--- src/rtl/lsu_pkg.sv ---
// Shared types and constants for the load/store unit.
package lsu_pkg;

    typedef enum logic [1:0] {
        IDLE  = 2'd0,
        READ  = 2'd1,
        WRITE = 2'd2,
        RESP  = 2'd3
    } lsu_state_t;

    localparam logic SZ_WORD = 1'b0;
    localparam logic SZ_BYTE = 1'b1;

    function automatic logic [31:0] merge_byte(input logic [31:0] word, input logic [7:0] b);
        return {word[31:8], b};
    endfunction

endpackage

--- src/rtl/lsu_extend.sv ---
// Formats the read buffer into the response word: full word, or a zero/sign-extended low byte.
module lsu_extend (
    input  logic [31:0] rdbuf,
    input  logic        is_byte,
    input  logic        is_signed,
    output logic [31:0] rdata
);

    always_comb begin
        rdata = rdbuf;
        if (is_byte) begin
            rdata = is_signed ? {{24{rdbuf[7]}}, rdbuf[7:0]} : {24'd0, rdbuf[7:0]};
        end
    end

endmodule

--- src/rtl/load_store_unit.sv ---
// Multi-cycle load/store controller in front of a byte-addressed word memory;
// byte stores are done as read-modify-write of the containing word.
//
// state | meaning
// IDLE  | ready for a request; checks and latches it on accept
// READ  | memory word captured into rdbuf
// WRITE | mem_we asserted, word (or merged word) written on the closing edge
// RESP  | one-cycle response pulse
module load_store_unit
    import lsu_pkg::*;
#(
    parameter int ADDR_WIDTH = 32,
    parameter int MEM_BYTES  = 301
) (
    input  logic                  clk,
    input  logic                  reset,
    input  logic                  req_valid,
    output logic                  req_ready,
    input  logic                  req_write,
    input  logic                  req_byte,
    input  logic                  req_signed,
    input  logic [ADDR_WIDTH-1:0] req_addr,
    input  logic [31:0]           req_wdata,
    output logic                  rsp_valid,
    output logic                  rsp_err,
    output logic [31:0]           rsp_rdata,
    output logic [ADDR_WIDTH-1:0] mem_addr,
    output logic                  mem_we,
    output logic [31:0]           mem_wd,
    input  logic [31:0]           mem_rd
);

    localparam logic [ADDR_WIDTH:0] LAST_BYTE = (ADDR_WIDTH+1)'(MEM_BYTES - 1);

    lsu_state_t state, state_nx;

    logic              write_q;
    logic              byte_q;
    logic              signed_q;
    logic              err_q;
    logic [31:0]       rdbuf;
    logic [31:0]       ext_data;
    logic              accept;
    logic              misaligned;
    logic              out_of_range;
    logic              req_err;
    logic [ADDR_WIDTH:0] last_addr;

    assign accept       = req_valid && (state == IDLE);
    // One extra bit so addr+3 near the top of the address space cannot wrap to a small value.
    assign last_addr    = {1'b0, req_addr} + (ADDR_WIDTH+1)'(3);
    assign misaligned   = (req_byte == SZ_WORD) && (req_addr[1:0] != 2'b00);
    assign out_of_range = last_addr > LAST_BYTE;
    assign req_err      = misaligned || out_of_range;

    always_ff @(posedge clk or posedge reset) begin
        if (reset) begin
            state <= IDLE;
        end else begin
            state <= state_nx;
        end
    end

    always_comb begin
        state_nx = state;
        case (state)
            IDLE: begin
                if (req_valid) begin
                    if (req_err) begin
                        state_nx = RESP;
                    end else if (!req_write || (req_byte == SZ_BYTE)) begin
                        state_nx = READ;
                    end else begin
                        state_nx = WRITE;
                    end
                end
            end
            READ:    state_nx = write_q ? WRITE : RESP;
            WRITE:   state_nx = RESP;
            RESP:    state_nx = IDLE;
            default: state_nx = IDLE;
        endcase
    end

    // mem_wd holds the store data from accept; a byte store keeps its byte in mem_wd[7:0]
    // and merges the upper bytes read back during READ.
    always_ff @(posedge clk or posedge reset) begin
        if (reset) begin
            mem_addr <= '0;
            mem_wd   <= '0;
            rdbuf    <= '0;
            write_q  <= 1'b0;
            byte_q   <= 1'b0;
            signed_q <= 1'b0;
            err_q    <= 1'b0;
        end else begin
            if (accept) begin
                mem_addr <= req_addr;
                mem_wd   <= req_wdata;
                write_q  <= req_write;
                byte_q   <= req_byte;
                signed_q <= req_signed;
                err_q    <= req_err;
            end
            if (state == READ) begin
                rdbuf <= mem_rd;
                if (write_q) begin
                    mem_wd <= merge_byte(mem_rd, mem_wd[7:0]);
                end
            end
        end
    end

    lsu_extend u_extend (
        .rdbuf     (rdbuf),
        .is_byte   (byte_q == SZ_BYTE),
        .is_signed (signed_q),
        .rdata     (ext_data)
    );

    assign req_ready = (state == IDLE);
    assign mem_we    = (state == WRITE);
    assign rsp_valid = (state == RESP);
    assign rsp_err   = rsp_valid && err_q;
    assign rsp_rdata = (rsp_valid && !err_q && !write_q) ? ext_data : 32'd0;

endmodule

--- config.mk ---
export PLATFORM = sky130hd
export DESIGN_NAME = load_store_unit
export DESIGN_NICKNAME = d
export VERILOG_FILES = /design/src/rtl/lsu_pkg.sv /design/src/rtl/lsu_extend.sv /design/src/rtl/load_store_unit.sv
export SDC_FILE = /design/constraint.sdc
export NUM_CORES = 1
export LEC_CHECK = 0
export ABC_CLOCK_PERIOD_IN_PS = 7400
export CORE_ASPECT_RATIO = 1.4
export CORE_MARGIN = 2
export CORE_UTILIZATION = 30
export DETAILED_ROUTE_END_ITERATION = 6
export DONT_BUFFER_PORTS = 1
export GPL_TIMING_DRIVEN = 0
export PLACE_DENSITY = 0.49
export SLEW_MARGIN = 20
export SYNTH_ARGS = -nofsm -noshare
export SYNTH_HDL_FRONTEND = slang
export SYNTH_SLANG_ARGS = --single-unit
--- constraint.sdc ---
create_clock -name clk -period 7.4 [get_ports clk]
set_input_delay 1.48 -clock clk [delete_from_list [all_inputs] [get_ports clk]]
set_output_delay 1.48 -clock clk [all_outputs]
set_load 0.005 [all_outputs]
=== Yosys cells after proc, flatten, opt, wreduce, memory -nomap -nowiden ===
Cells that the tools add are included.
W data, S select, Z words.

* Add/subtract/negate cells: 1
* Magnitude comparators: 1
* Eq/ne operators: 5
* Muxes and demuxes: 11
* Bitwise gates (word level): 1
* Reduce and logical (&&, ||, !) cells: 12

{| class="wikitable"
|+ Operator list
! kind !! count
|-
| $mux W32 || 6
|-
| $add A32 B2 Y33 const B || 1
|-
| $gt A33 B9 Y1 const B || 1
|-
| $pmux W2 S4 || 1
|-
| $mux W2 || 3
|-
| $logic_and A1 B1 Y1 || 5
|-
| $eq A2 B2 Y1 const B || 2
|-
| $ne A2 B2 Y1 const B || 2
|-
| $logic_not A1 Y1 || 3
|-
| $eq A2 B1 Y1 const B || 1
|-
| $logic_not A2 Y1 || 1
|-
| $logic_or A1 B1 Y1 || 2
|-
| $reduce_bool A2 Y1 || 1
|-
| $mux W1 || 1
|-
| $not A1 Y1 || 1
|}

* Register bits: 102
* Bits of input ports: 102
* Output and inout port bits: 100
* Logic and storage cells: 40

=== Logic depth before layout (Yosys ltp) ===
* Depth after elaboration: 6
* Mapped depth: 8
* Depth with buffers taken out: 7

=== Hierarchy ===
Synthesis repeated with hierarchy kept, for this count alone.

* Cell total of the unflattened synthesis: 471
* Area total of the unflattened synthesis: 5142.4 µm²

{| class="wikitable"
|+ By module, submodules not included
! module !! instances !! cells an instance !! area an instance (µm²) !! sequential area each (µm²)
|-
| load_store_unit || 1 || 410 || 4814.6 || 2552.4
|-
| lsu_extend || 1 || 61 || 327.8 || 0.0
|}

=== Least setup slack after synthesis ===
No wires, ideal clock.

* Kind: register to output
* Start point: register state[0]
* End point: output rsp_rdata[11]
* Data arrival time: 1.831 ns
* Data required time: 5.920 ns
* Slack: 4.089 ns
* Cell stages (with the launch flop): 6
* Path buffers: 1
* Cell sequence: dfrtp_1 ha_1 nor3b_1 a21boi_1 clkbuf_1 o21a_1

* Word-level cells in the longest chain between the ends: 4

{| class="wikitable"
|+ RTL lines
! what !! RTL line !! RTL
|-
| from (decl) || load_store_unit.sv:35 || <nowiki>lsu_state_t state, state_nx;</nowiki>
|-
| from (signal assigned) || load_store_unit.sv:60 || <nowiki>state <= state_nx;</nowiki>
|-
| $eq A2 B2 Y1 || load_store_unit.sv:123 || <nowiki>assign rsp_valid = (state == RESP);</nowiki>
|-
| net rsp_valid || load_store_unit.sv:24 || <nowiki>output logic rsp_valid,</nowiki>
|-
| $logic_and A1 B1 Y1 (2 in a row) || load_store_unit.sv:125 || <nowiki>assign rsp_rdata = (rsp_valid && !err_q && !write_q) ? ext_data : 32'd0;</nowiki>
|-
| $mux W32 || load_store_unit.sv:125 ||
|-
| to (decl) || load_store_unit.sv:26 || <nowiki>output logic [31:0] rsp_rdata,</nowiki>
|}

The timed path passes the listed nets, and every way through them passes these cells.

=== Worst setup path after layout ===
* Start point: register state[1]
* End point: output rsp_rdata[30]

The elaborated chain is that of the path after synthesis.

==> results.md <==
- The run finished with clean final reports.
- Setup repair after global routing left no endpoint under its margin.
- The die height is 154 um.
- For this design the static power due to leakage is 0.00225 uW.
- The critical-path maximum fanout is 10.
- The longest clock path from root to sink contains 2 buffers.
- The sequential-to-total area share from yosys stat is 53.3%.
- The top cell type by area accounts for 53.3% of the synthesized area.
- Entering global routing, the biggest net connects 66 pins.
- In the final design database the tool counted 522 nets.
- By area the synthesized netlist is led by dfrtp_1 53%, mux2_2 17%, mux2i_1 5.0%, o21a_1 4.1%, o21ai_0 3.1%.
- STA puts the critical path data required time at 5.92 ns.
- The design area is 0.00536 sq mm.
- The post-cts hold buffer count is 0.
- Clock-pin slew was measured on the worst setup and hold paths at 0.08 ns.
- The number of hold violations in the final report is 0.
- Once detailed placement completed, the half-perimeter wirelength came to 10100 um.
- Relative to the synthesized area, the layout overhead comes to 11.9%.
- STA classifies the critical path startpoint as a flop.
- The number of slew-limit violations in the final report came to 0.
- The number of buffers added for setup after CTS is 0.
- The latest clock arrival within the worst-skew pair is 0.35 ns.
- The relative slew slack is 37.5%.
- The share of cells above drive strength 1 is 23.5%.
- The CTS root buffer is clkbuf_16.
- For this configuration, the core starts out at a cell density of 30.7%.
- After the first detailed-routing iteration, the DRC count stood at 98.
- At the pin with the least slew margin, the transition time is 0.936 ns.
- The maximum VDD drop is 0.000130 V.
- In this run the cell area measured after placement is 0.00507 sq mm.
- Synthesis produced a netlist with a net count of 510.
- The number of placed instances, taps included, is 601.
- The initial antenna violation count was 0.
- Across the run, the number of max-cap violations was 0.
- The fraction of synthesis flops using an asynchronous set or reset pin is 100%.
- Total power for the finished layout comes to 2110 uW.
- The area of the mapped netlist is 0.00479 sq mm.
- The critical path's largest stage delay is 0.79 ns.
- A synthesized cell averages 11.9 sq um.
- Among all stages on the critical path, the largest delay is contributed by nor3b_1.
- The library cell occupying the most area in the post-synthesis netlist is dfrtp_1.
- Walking the worst path, the cells encountered are ha_1 > nor3b_1 > a21boi_1 > clkbuf_1 > o21a_1.
- The number of optimization iterations in the first detailed-route pass is 4.
- STA classifies the critical path endpoint as an output port.
- Setup violations remaining at the end of the flow were counted as 0.
- The worst hold-check path type is reg -> reg.
- The total number of H-tree levels is 3.
- The clock buffer count from CTS is 9.
- Clock tree synthesis found a total of 102 sinks.
- The global-route wire length before repair is 20300 um.
- The die covers 0.0170 sq mm.
- The most used flip-flop cell after synthesis is dfrtp_1.
- Registers take 0.00255 sq mm.
- For this run, the number of standard cells in the final layout without fillers is 617.
- The Yosys step of the flow raised 0 warnings.
- The post-detailed-route wirelength per cell is 21.2 um.
- Setup total negative slack on the finished layout was measured at 0 ns.
- The final critical path takes up 62.0% of the cycle.
- The remaining global-route overflow is 0.
- Synthesis inferred 102 register bits.
- Between clock sinks in the finished design, the worst skew comes to 0.00935 ns.
- Data on the critical path arrives at its endpoint at 3.11 ns.
- The worst setup path is of the reg -> out kind.
- The total area of multi-input combinational cells is 0.00212 sq mm.
- The number of vias per cell after detailed routing is 5.32.
- The number of global-route vias before repair was 3650.
- Routability-driven placement finished with a final weighted congestion of 0.815.
- The number of antenna cells inserted is 0.
- The achievable frequency is 0.218 GHz.
- For this run, design rule violations remaining after detail routing come to 0.
- The number of gates resized after CTS is 0.
- During placement, the flow inserted port buffers numbering 0.
- The die extent in x is 111 um.
- In this run the remaining antenna-violating nets after routing total 0.
- The detailed router placed 3281 vias in this run.
- The number of rows created at floorplan is 54.
- TritonCTS built the clock tree.
- The clock period minus worst slack is 4.59 ns.
- The core region is 0.0156 sq mm.
- The fill cell total of the finished layout is 1593.
- The synthesized instance count is 404.
- The total routing resource utilization after global routing is 15.3%.
- The post-layout utilization of the core is 34.3%.
- The number of top-level pins is 202.
- After detailed routing, the total wire length is 13100 um.
- The netlist uses 44 different library cells.
- The count of flip-flops with a built-in enable after synthesis is 0.
- Dividing total power by cell area gives a power density of 394 mW/mm^2.
[flip-flops by register name (all words and copies together), names as in the netlist]
name      count
signed_q      1
rdbuf        32
err_q         1
mem_addr     32
mem_wd       32
byte_q        1
write_q       1
state         2
[per-stage QoR]
step                      hold WS (ns)  setup slack [ns]
after global routing             0.527              2.53
final                            0.511              2.81
after detailed placement         0.491              3.10
after global placement           0.485              2.03
after floorplan                  0.472              3.24
after CTS                        0.509              2.70
[metal layers]
metal  GRT usage (%)  share of wire [%]  routed length (um)
met5               0                  0                   0
met4            4.23                1.2                 154
met2            27.1                 51                6620
met1            15.8                 37                4780
met3            7.69                 12                1540
[cell usage after synthesis, types with 2 or more instances]
master / number
a21oi_1: 3
a31oi_1: 3
and2_1: 10
and3_1: 2
buf_1: 4
clkbuf_1: 19
dfrtp_1: 102
ha_1: 4
inv_1: 5
mux2_2: 73
mux2i_1: 24
nand2_1: 34
nand3_1: 7
nand4_1: 7
nor2_1: 8
nor3_1: 9
nor4_1: 5
o21a_1: 26
o21ai_0: 30
o221ai_1: 2
or3_1: 2
xnor2_1: 2
xor2_1: 2
[worst max-delay path: cells and delay by family, from the launching register on]
| family | cells | cell delay (ns) |
|---|---|---|
| AOI/OAI and AO/OA | 2 | 0.86 |
| adders and majority gates | 1 | 0.26 |
| buffers and inverters | 1 | 0.45 |
| DFF | 1 | 0.41 |
| and+or+nand+nor | 1 | 0.79 |
[cell type report]
cell class              count  share of cell area [%]
clock buffers              10                    4.46
clock inverters             6                    1.00
repair buffers              1                   0.514
flip-flops and latches    102                    47.6
plain buffers              24                    1.82
multi-input cells         273                    39.6
well taps                 196                    4.58
inverters                   5                   0.444
[where the power goes]
| group | internal [uW] | switching, uW | total [uW] |
|---|---|---|---|
| sequential | 844 | 196 | 1040 |
| combinational | 317 | 280 | 596 |
| clock | 244 | 230 | 474 |
| total | 1400 | 705 | 2110 |
[cells in the final DEF (no fill, tap or decap), types with 9 or more instances in the layout]
master / synthesis / routed
and2_1: 10 / 10
nand2_1: 34 / 34
mux2i_1: 24 / 24
o21a_1: 26 / 26
nor3_1: 9 / 9
clkbuf_16: 0 / 9
clkbuf_1: 19 / 19
dfrtp_1: 102 / 102
mux2_2: 73 / 73
o21ai_0: 30 / 30
[logic make-up after synthesis]
| group | count (synthesis) | synth area share [%] |
|---|---|---|
| XOR/XNOR | 4 | 0.732 |
| buffers and inverters | 29 | 2.43 |
| AND/OR/NAND/NOR | 93 | 10.1 |
| multiplexers | 97 | 22.2 |
| adder cells (fa/ha/maj) | 4 | 1.04 |
| flip-flops | 102 | 53.3 |
| AO/OA/AOI/OAI | 75 | 10.3 |
[worst paths after layout]
path                       cells past startpoint      from  slack (ns)       endpoint
max reg2reg                                    8  state[1]        4.97     mem_wd[12]
min reg2reg                                    1  rdbuf[6]        0.51       rdbuf[6]
min                                            1  rdbuf[6]        0.51       rdbuf[6]
max in group asynchronous                      2     reset        5.76     mem_wd[30]
max                                            5  state[1]        2.81  rsp_rdata[30]
min in group asynchronous                      1     reset        0.98   mem_addr[21]
No activity file was read; power rests on OpenSTA's default activity.
